<file path="src/rtl/i2s_master_tx.sv">
// i2s_master_tx - I2S master transmitter for codec-as-slave setups.
//
// Derives AUD_BCLK and AUD_DACLRCK from CLOCK and shifts stereo samples out
// on AUD_DACDAT, MSB first, with the standard one-BCLK delay after each LRCK
// edge. Data changes only on BCLK falling edges so the codec can sample on
// the rising edge. A one-entry holding register takes an L/R pair from the
// source. That pair is copied into the shift registers at the start of each
// frame.
//
// Ports:
//   CLOCK        system clock, all logic on posedge
//   RESET        asynchronous active-high reset
//   DIN_L/DIN_R  left/right sample (two's complement, SAMPLE_W bits)
//   DIN_VALID    sample pair valid
//   DIN_READY    holding register empty; transfer on DIN_VALID && DIN_READY
//   AUD_BCLK     bit clock, CLOCK / (2*CLK_DIV)
//   AUD_DACLRCK  word select: 0 = left slot, 1 = right slot
//   AUD_DACDAT   serial data
//   FRAME_START  one-cycle pulse when a frame is loaded
//   UNDERRUN     one-cycle pulse when a frame loads with the holding register empty
//
// Build option:
//   I2S_UNDERRUN_REPEAT_EN - when defined, an underrun replays the last pair
//   that actually came from the holding register (zeros if there has been
//   none since reset). When undefined, an underrun sends silence.

module i2s_master_tx #(
    parameter int CLK_DIV   = 16,
    parameter int SAMPLE_W  = 16,
    parameter int SLOT_BITS = 32
) (
    input  logic                CLOCK,
    input  logic                RESET,
    input  logic [SAMPLE_W-1:0] DIN_L,
    input  logic [SAMPLE_W-1:0] DIN_R,
    input  logic                DIN_VALID,
    output logic                DIN_READY,
    output logic                AUD_BCLK,
    output logic                AUD_DACLRCK,
    output logic                AUD_DACDAT,
    output logic                FRAME_START,
    output logic                UNDERRUN
);

    localparam int FRAME_BITS = 2 * SLOT_BITS;
    localparam int DIV_W      = (CLK_DIV > 1) ? $clog2(CLK_DIV) : 1;
    localparam int BIT_W      = $clog2(FRAME_BITS);
    localparam int POS_W      = $clog2(SLOT_BITS);

    localparam logic [DIV_W-1:0] DIV_LAST  = DIV_W'(CLK_DIV - 1);
    localparam logic [BIT_W-1:0] BIT_LAST  = BIT_W'(FRAME_BITS - 1);
    localparam logic [BIT_W-1:0] SLOT_SIZE = BIT_W'(SLOT_BITS);
    localparam logic [POS_W-1:0] LAST_DATA = POS_W'(SAMPLE_W);

    logic [DIV_W-1:0]    div_cnt;
    logic [BIT_W-1:0]    bit_cnt;
    logic                hold_full;
    logic [SAMPLE_W-1:0] hold_l, hold_r;
    logic [SAMPLE_W-1:0] shift_l, shift_r;
    logic [SAMPLE_W-1:0] load_l, load_r;

    logic                div_tc;
    logic                bclk_fall;
    logic [BIT_W-1:0]    bit_nxt;
    logic                slot_nxt;
    logic [POS_W-1:0]    pos_nxt;
    logic                data_pos;
    logic                frame_load;
    logic                accept;

    assign div_tc     = (div_cnt == DIV_LAST);
    assign bclk_fall  = div_tc && AUD_BCLK;
    assign bit_nxt    = (bit_cnt == BIT_LAST) ? '0 : bit_cnt + 1'b1;
    assign slot_nxt   = (bit_nxt >= SLOT_SIZE);
    assign pos_nxt    = slot_nxt ? POS_W'(bit_nxt - SLOT_SIZE) : POS_W'(bit_nxt);
    // Position 0 of each slot is the I2S one-bit delay. Sample bits follow it.
    assign data_pos   = (pos_nxt != '0) && (pos_nxt <= LAST_DATA);
    assign frame_load = bclk_fall && (bit_nxt == '0);

    assign DIN_READY  = !hold_full;
    assign accept     = DIN_VALID && !hold_full;

`ifdef I2S_UNDERRUN_REPEAT_EN
    logic [SAMPLE_W-1:0] prev_l, prev_r;

    always_ff @(posedge CLOCK or posedge RESET) begin
        if (RESET) begin
            prev_l <= '0;
            prev_r <= '0;
        end else if (frame_load && hold_full) begin
            prev_l <= hold_l;
            prev_r <= hold_r;
        end
    end

    assign load_l = hold_full ? hold_l : prev_l;
    assign load_r = hold_full ? hold_r : prev_r;
`else
    assign load_l = hold_full ? hold_l : '0;
    assign load_r = hold_full ? hold_r : '0;
`endif

    // The frame load samples hold_full before this cycle's accept. A pair
    // accepted in the same cycle as a load therefore plays in the next frame.
    always_ff @(posedge CLOCK or posedge RESET) begin
        if (RESET) begin
            hold_full <= 1'b0;
            hold_l    <= '0;
            hold_r    <= '0;
        end else if (accept) begin
            hold_full <= 1'b1;
            hold_l    <= DIN_L;
            hold_r    <= DIN_R;
        end else if (frame_load) begin
            hold_full <= 1'b0;
        end
    end

    always_ff @(posedge CLOCK or posedge RESET) begin
        if (RESET) begin
            div_cnt     <= '0;
            bit_cnt     <= BIT_LAST;
            AUD_BCLK    <= 1'b0;
            AUD_DACLRCK <= 1'b1;
            AUD_DACDAT  <= 1'b0;
            FRAME_START <= 1'b0;
            UNDERRUN    <= 1'b0;
            shift_l     <= '0;
            shift_r     <= '0;
        end else begin
            FRAME_START <= 1'b0;
            UNDERRUN    <= 1'b0;
            div_cnt     <= div_tc ? '0 : div_cnt + 1'b1;
            if (div_tc) begin
                AUD_BCLK <= !AUD_BCLK;
            end
            if (bclk_fall) begin
                bit_cnt     <= bit_nxt;
                AUD_DACLRCK <= slot_nxt;
                if (frame_load) begin
                    shift_l     <= load_l;
                    shift_r     <= load_r;
                    FRAME_START <= 1'b1;
                    UNDERRUN    <= !hold_full;
                    AUD_DACDAT  <= 1'b0;
                end else if (data_pos) begin
                    if (slot_nxt) begin
                        AUD_DACDAT <= shift_r[SAMPLE_W-1];
                        shift_r    <= shift_r << 1;
                    end else begin
                        AUD_DACDAT <= shift_l[SAMPLE_W-1];
                        shift_l    <= shift_l << 1;
                    end
                end else begin
                    AUD_DACDAT <= 1'b0;
                end
            end
        end
    end

endmodule
</file>
<file path="config.mk">
export PLATFORM = sky130hd
export DESIGN_NAME = i2s_master_tx
export DESIGN_NICKNAME = d
export VERILOG_FILES = /design/src/rtl/i2s_master_tx.sv
export SDC_FILE = /design/constraint.sdc
export NUM_CORES = 1
export LEC_CHECK = 0
export BUFFER_PORTS_ARGS = -buffer_cell sky130_fd_sc_hd__buf_2
export CORE_ASPECT_RATIO = 1.75
export CORE_MARGIN = 1
export CORE_UTILIZATION = 50
export CTS_CLUSTER_DIAMETER = 30
export DETAILED_ROUTE_END_ITERATION = 8
export GPL_ROUTABILITY_DRIVEN = 0
export PLACE_DENSITY_LB_ADDON = 0.2
export SKIP_CTS_REPAIR_TIMING = 1
export SKIP_LAST_GASP = 1
export SYNTH_ARGS = -nofsm -noshare
export SYNTH_HDL_FRONTEND = slang
export SYNTH_SLANG_ARGS = --single-unit
</file>
<file path="constraint.sdc">
create_clock -name CLOCK -period 2.1 [get_ports CLOCK]
set_input_delay 0.105 -clock CLOCK [delete_from_list [all_inputs] [get_ports CLOCK]]
set_output_delay 0.105 -clock CLOCK [all_outputs]
set_load 0.01 [all_outputs]
</file>
==> run summary, run 1 <==
The cell area after placement is 0.004160 mm^2, and the synthesized netlist cell count is 344. Deepest clock path buffer count: 2. Measured along the y axis, the die boundary spans 117.5 um. The total nets after synthesis was 381; the count of routing violations after the opening detailed-route iteration was 240.

The clock input transition at the sequential cells of the worst setup and hold paths works out to 0.06 ns. Setup repair after global routing could not meet its margin everywhere. The HPWL after detailed placement is 5029 um. Remaining number of nets flagged by the antenna check after routing: 0.

In this run the horizontal extent of the chip is 67.98 um. The wire length per cell was 15.62 um; the netlist area before placement was 0.003809 mm^2. The share of final-layout standard cells stronger than drive strength 1 was 0.3406; the final standard cell count with taps included and fillers excluded was 500.

The number of antenna violations at the first check in global routing was 0; the count of vias placed by the detailed router was 2792. The checks that failed: hold timing, setup timing. The I/O pin count was 41; the number of antenna cells inserted was 0. TritonCTS built the clock tree. At the end of the flow, the number of nets in the layout was 446.

VDD sags by at most 563.1 uV. The run gives 0 as the number of maximum-capacitance constraint violations. Clock skew on the completed layout was measured at 0.004392 ns. Along the worst path, the maximum fanout reaches 8.

The setup slack after layout is -0.01557 ns, and the overall routed net length is 7810 um. The per-instance average area after synthesis is 11.07 um^2. Number of global-route vias before repair: 2894.

The logs give -0.003694 ns for the pre-CTS setup slack and 0 for the residual DRC count. The worst setup path category is reg2reg. The initialized floorplan defines 41 standard-cell rows.

The end-of-flow core utilization was 0.6532. After layout, the design draws a total of 3.935 mW. The run gives 0 as the aggregate global routing overflow. The tools report the buffer type at the clock tree root as clkbuf_16.

Summing all non-filler instances in the final layout gives an area of 0.004758 mm^2. The logs give 0.4727 GHz for the maximum operating frequency and 0.007984 mm^2 for the overall die area. The worst hold slack across all endpoints came out at -0.001815 ns.

At the worst endpoint, the required time is 2.36 ns. The netlist uses 43 different library cells. In the layout the commonest cells are dfrtp_1, buf_2, nand2_1, o21ai_0, mux2_2. The final period utilization was 1.007. The arrival time of data at the critical path endpoint is 2.37 ns. The count of endpoints failing setup in the final report was 2.

The worst path in the final design needs a cycle of 2.116 ns, including I/O delays and setup. For this design the static power due to leakage is 2.006 nW. Entering global routing, the biggest net connects 81 pins. The H-tree was split into 3 levels. The initial core utilization is 0.5228, and the relative area change from synthesis to final layout is 24.93%.

For the worst-skew pair, the clock arrives at the later sink with an insertion delay of 0.34 ns. The final sum of negative setup slack was -0.01702 ns. In this run the power density over the cells is 827.0 mW/mm^2. The tools report the aggregate global-route resource usage as 0.2153.

The count of pins over their slew limit is 0. Counting flops and latches in the post-synthesis netlist gives 80. The proportion of synthesized chip area in sequential cells was 0.5279; the count of buffers from port buffering was 40. The number of clock buffers added by TritonCTS is 9. The tools report the startpoint class of the critical path as a register.

The library cell used most frequently in the layout, excluding fill and tap cells, is dfrtp_1. The slew at the pin with the worst max-slew slack was 0.4254 ns. During synthesis, Yosys emitted a total of 0 warnings. The number of placed instances, taps included, is 460.

The run gives 80 as the number of clock sinks. The share of flip-flops with an asynchronous set or reset after synthesis works out to 1.000. The predominant post-synthesis flop cell was dfrtp_1. For the length of the first detailed-routing pass in iterations, the log shows 4.

The placeable core area was 0.007284 mm^2. The worst slew margin relative to its limit was 0.7164; the count of flip-flops with a built-in enable after synthesis was 0. Dividing the detail-routed via count by the number of cells gives 5.584. Classification of the worst-slack hold path: in2reg. The flow ran to the end, but the final reports show violations. For the final count of hold timing violations, the log shows 3. STA classifies the critical path endpoint as a register. The first global-routing pass estimated 12880 um of wire.
## synthesized netlist by cell type, types with 2 or more instances
library cell  number  area (um^2)
a21oi_1           19        95.09
a31oi_1            3        18.77
clkbuf_1          17        63.81
and2_1            16        100.1
inv_1              4        15.01
nor4_1            15        93.84
mux2i_1           30        300.3
buf_2              2        10.01
buf_1              2        7.510
nand4_1            2        12.51
o21ai_0           36        180.2
xnor2_1            3        26.28
mux2_2            33        371.6
and3_1             2        12.51
o21ai_1            2        10.01
nand3_1            5        25.02
nor2_1             3        11.26
dfstp_2            7        183.9
dfrtp_1           73         1827
ha_1               2        25.02
nand2_1           39        146.4
xor2_1             2        17.52
buf_12             2        40.04
buf_6              3        33.78
nor3_1             2        10.01
a21o_1             3        22.52
## report_power, final
| group | leakage (nW) | internal, mW | switching [mW] |
|---|---|---|---|
| Sequential | 1.01 | 1.78 | 0.131 |
| Combinational | 0.860 | 0.314 | 0.215 |
| Clock | 0.139 | 0.896 | 0.595 |
## flip-flops by register name (all words and copies together) (netlist names)
signal       count
UNDERRUN         1
shift_l         16
hold_full        1
hold_l          16
hold_r          16
FRAME_START      1
div_cnt          4
shift_r         16
AUD_BCLK         1
bit_cnt          6
AUD_DACLRCK      1
AUD_DACDAT       1
## final timing paths
kind                       slack, ns  startpoint         end  depth (start not counted)
max                            -0.02  bit_cnt[0]  shift_r[2]                          7
max reg2reg                    -0.02  bit_cnt[0]  shift_r[2]                          7
min in group asynchronous       0.44       RESET  hold_r[13]                          4
max in group asynchronous       1.30       RESET  bit_cnt[3]                          4
min reg2reg                     0.48  shift_l[5]  shift_l[5]                          2
min                           -0.002    DIN_L[3]   hold_l[3]                          2
## critical path, stage by stage, from the launching register on
cell and delay (ns):
dfstp_2 0.39, ha_4 0.19, or3_4 0.35, a311oi_2 0.34, o21ai_2 0.13, a21boi_4 0.24, clkbuf_16 0.20, mux2i_1 0.19
## routing by layer
layer,part of all wire,vias up,wire length (um),track usage
met1,0.41,1383,3214,0.2477
met3,0.029,12,225,0.05329
met2,0.54,48,4186,0.3548
li1,-,1349,-,-
met4,0.024,0,184,0.1094
met5,0,-,0,0
## layout make-up
cell class,count,area [um^2]
Clock buffer,14,274.0
Clock inverter,2,12.51
Fill cell,589,2526
Inverter,5,30.03
Multi-Input combinational cell,232,1710
Sequential cell,80,2011
Tap cell,86,107.6
Timing Repair Buffer,81,613.1
## cells by family (layout without fill, tap and decap cells)
family / after synthesis / count (layout) / share of synthesized area
AND/OR/NAND/NOR: 91 / 91 / 0.1232
flip-flops: 80 / 80 / 0.5279
AO/OA/AOI/OAI: 71 / 71 / 0.1055
multiplexers: 63 / 63 / 0.1764
buffers and inverters: 32 / 102 / 0.04895
XOR/XNOR: 5 / 5 / 0.01150
adder cells (fa/ha/maj): 2 / 2 / 0.006569
No activity file was read; power rests on OpenSTA's default activity.
==> run 2, diff against run 1 <==
--- a/config.mk
+++ b/config.mk
@@ -6,9 +6,11 @@
 export NUM_CORES = 1
 export LEC_CHECK = 0
 export BUFFER_PORTS_ARGS = -buffer_cell sky130_fd_sc_hd__buf_2
+export CELL_PAD_IN_SITES_DETAIL_PLACEMENT = 0
+export CELL_PAD_IN_SITES_GLOBAL_PLACEMENT = 1
 export CORE_ASPECT_RATIO = 1.75
-export CORE_MARGIN = 1
-export CORE_UTILIZATION = 50
+export CORE_MARGIN = 2
+export CORE_UTILIZATION = 42
 export CTS_CLUSTER_DIAMETER = 30
 export DETAILED_ROUTE_END_ITERATION = 8
 export GPL_ROUTABILITY_DRIVEN = 0
==> run 2 against run 1 <==
Against the previous run:
- the flow finishes with violations (hold timing)
- maximum frequency is 0.85% higher
- design area is 1.2% lower
- die area is 24% higher
- clock-buffer cell count is 1 lower
- global-route usage is 4.0 points lower
- wire length is 6.3% higher
==> run summary, run 2 (synthesis results as in run 1) <==
The flow ran to the end, but the final reports show violations. The checks that failed: hold timing. The arrival time of data at the critical path endpoint was 2.35 ns (-0.02 ns); the maximum cell stage delay along the critical path was 0.40 ns (about the same). Master of the slowest instance on the critical path: dfstp_2. Buffer and inverter count on the worst path: 1 (unchanged). Leaving out fill and tap cells, the most frequent cell in the layout is dfrtp_1.

The H-tree depth was 3 (unchanged); the area taken by flip-flops and latches was 0.002011 mm^2 (unchanged). Data required time at the worst endpoint: 2.35 ns (about the same). Worst slew margin relative to its limit: 0.7023 (-0.01406). The die span in y was 130.0 um (+11%); the cell row count was 46 (+12%).

End-of-flow core utilization: 0.5269 (-0.1263). The kind of end point of the critical path was a register. The cell area after placement is 0.004228 mm^2 (+1.6%), and the final-stage net count is 438 (-1.8%). The number of antenna cells inserted is 0 (unchanged), and the count of filler cells inserted in the layout is 818 (+39%). For the number of antenna violations at the first check in global routing, the log shows 0 (unchanged). The final standard cell count with taps included and fillers excluded was 526 (+5.2%); the final sum of negative setup slack was 0 ns (+0.01702 ns).

The post-detailed-route via-to-cell ratio is 5.316 (-4.8%). The critical path starts at bit_cnt[1]. The number of cells after detailed placement came out at 499 (+8.5%). For hold timing, the worst endpoint is hold_l[9].

The worst hold slack across all endpoints was -0.001620 ns (+0.0001954 ns); the count of pins over their slew limit was 0 (unchanged). The remaining number of nets flagged by the antenna check after routing came out at 0 (unchanged). The area growth from synthesis to layout is 23.42%.

The tools report the clock tree skew after final layout as 0.005752 ns (+0.001360 ns). The placed wire-length estimate after detailed placement came out at 5539 um (+10%). The aggregate global-route resource usage came out at 0.1750 (-0.04033). The deepest clock path buffer count is 2 (unchanged), and the worst vdd rail ir drop is 523.4 uV (-7.0%). The die outline width came out at 75.99 um (+12%). The total clock buffers created by CTS was 9 (unchanged). The run gives 0.4269 (-0.09592) as the initial core utilization.

Clock input transition at the sequential cells of the worst setup and hold paths: 0.06 ns (about the same). The critical path is of the reg2reg type. The time the final worst path needs with I/O delays and setup came out at 2.098 ns (-0.01790 ns). The aggregate global routing overflow is 0 (unchanged), and the overall die area is 0.009876 mm^2 (+24%). Setup repair after global routing could not meet its margin everywhere. The I/O pin count is 41 (unchanged). Count of vias placed by the detailed router: 2796 (+0.14%).

The worst register-to-register path begins at bit_cnt[1]. The final count of hold timing violations was 4 (+1); the count of buffers from port buffering was 40 (unchanged). The wire length of the first global-routing pass came out at 13340 um (+3.6%). The pre-CTS setup slack is -0.05552 ns (-0.05183 ns), and the leakage dissipation is 1.960 nW (-2.3%). The run gives 0.002338 ns (+0.01790 ns) as the setup slack after layout. The critical path goes through ha_4 > or3_4 > a311oi_2 > o21ai_2 > a21boi_4 > clkbuf_16 > mux2i_1. The worst hold path stage count was 2 (unchanged). The register-to-register setup slack is 0.002 ns (+0.02 ns). For the length of the first detailed-routing pass in iterations, the log shows 4 (unchanged). The kind of cell with the highest combined delay along the critical path is compound AO/OA/AOI/OAI gates.

Placeable core area: 0.008921 mm^2 (+22%). The maximum operating frequency is 0.4767 GHz (+0.85%). The count of endpoints failing setup in the final report was 0 (-2); the count of routing violations after the opening detailed-route iteration was 94 (-61%). The tools report the clock latency on the worst-skew pair as 0.33 ns (about the same).

The tightest min-delay check is of the in2reg type. The slew at the pin with the worst max-slew slack came out at 0.4444 ns (+0.01901 ns). The number of clock sinks is 80 (unchanged), and the final period utilization is 0.9989 (-0.008526).

The number of global-route vias before repair is 2720 (-6.0%), and the largest fanout on the critical path is 8 (unchanged). The power per cell area is 818.6 mW/mm^2 (-1.0%), and the pin count of the biggest net entering global routing is 81 (unchanged). TritonCTS built the clock tree. The area taken by multi-input logic gates came out at 0.001709 mm^2 (about the same). The buffer type at the clock tree root is clkbuf_16. The residual DRC count was 0 (unchanged). The length in cells of the worst reg-to-reg path is 7 (unchanged). The share of final-layout standard cells stronger than drive strength 1 came out at 0.3473 (+0.006711). Number of maximum-capacitance constraint violations: 0 (unchanged).

Leaving out fill and tap cells, the most frequent cells in the layout are dfrtp_1, buf_2, nand2_1, o21ai_0, mux2_2. Overall routed net length: 8301 um (+6.3%). STA classifies the critical path startpoint as a register. For the post-route cell area, the log shows 0.004701 mm^2 (-1.2%).

The endpoint identified for the worst register-to-register timing path is shift_r[4]. In this run the most critical hold path is launched from DIN_L[9]. The wire length per cell works out to 15.78 um (+1.0%).
-- run 2: cell count changes in the layout (fill, tap and decap cells not counted), sizes merged --
cell	change
clkinv	+1
dlygate4sd3	-8
clkbuf	-1
-- run 2: final cells by class --
type,instances,share of cell area
Inverter,5,0.006388
Clock buffer,13,0.05323
Multi-Input combinational cell,232,0.3636
Tap cell,120,0.03194
Sequential cell,80,0.4277
Timing Repair Buffer,73,0.1134
Clock inverter,3,0.003726
-- run 2: routing by layer --
metal  vias to the layer above  part of all wire  routed length, um  GRT usage
li1                       1328                 -                  -          -
met2                        44              0.55               4533     0.3151
met3                        15             0.026                213    0.03250
met5                         -                 0                  0          0
met4                         0             0.021                173    0.08877
met1                      1409              0.41               3380     0.1998
-- run 2: per-stage QoR --
stage               hold slack, ns  power (mW)
floorplan                   0.2567       2.288
global placement            0.2558       2.433
detailed placement          0.2682       2.454
CTS                       -0.08767       3.897
global route             0.0007519       4.054
finish                   -0.001620       3.848
-- run 2: how the worst max path moves through the flow --
stage                   to  slack (ns)  cells past startpoint
2_1_floorplan   shift_r[1]        0.04                      9
3_3_place_gp    shift_r[5]      -0.002                      7
3_5_place_dp   shift_r[14]       -0.06                      7
4_1_cts        shift_r[14]       -0.06                      7
5_1_grt         shift_r[4]       -0.11                      7
6_report        shift_r[4]       0.002                      7
-- run 2: power breakdown --
group	leakage (nW)	total [mW]	switching, mW	internal (mW)
Sequential	1.01	1.90	0.121	1.78
Clock	0.130	1.43	0.599	0.830
Combinational	0.823	0.515	0.210	0.305
Total	1.96	3.85	0.930	2.92
-- run 2: worst reg2reg max path, delay by kind of cell, from the launching register on --
| family | cells | cell delay, ns |
|---|---|---|
| flip-flops | 1 | 0.40 |
| AO/OA/AOI/OAI | 3 | 0.70 |
| AND/OR/NAND/NOR | 1 | 0.35 |
| multiplexers | 1 | 0.18 |
| adder cells (fa/ha/maj) | 1 | 0.19 |
| buffers and inverters | 1 | 0.20 |
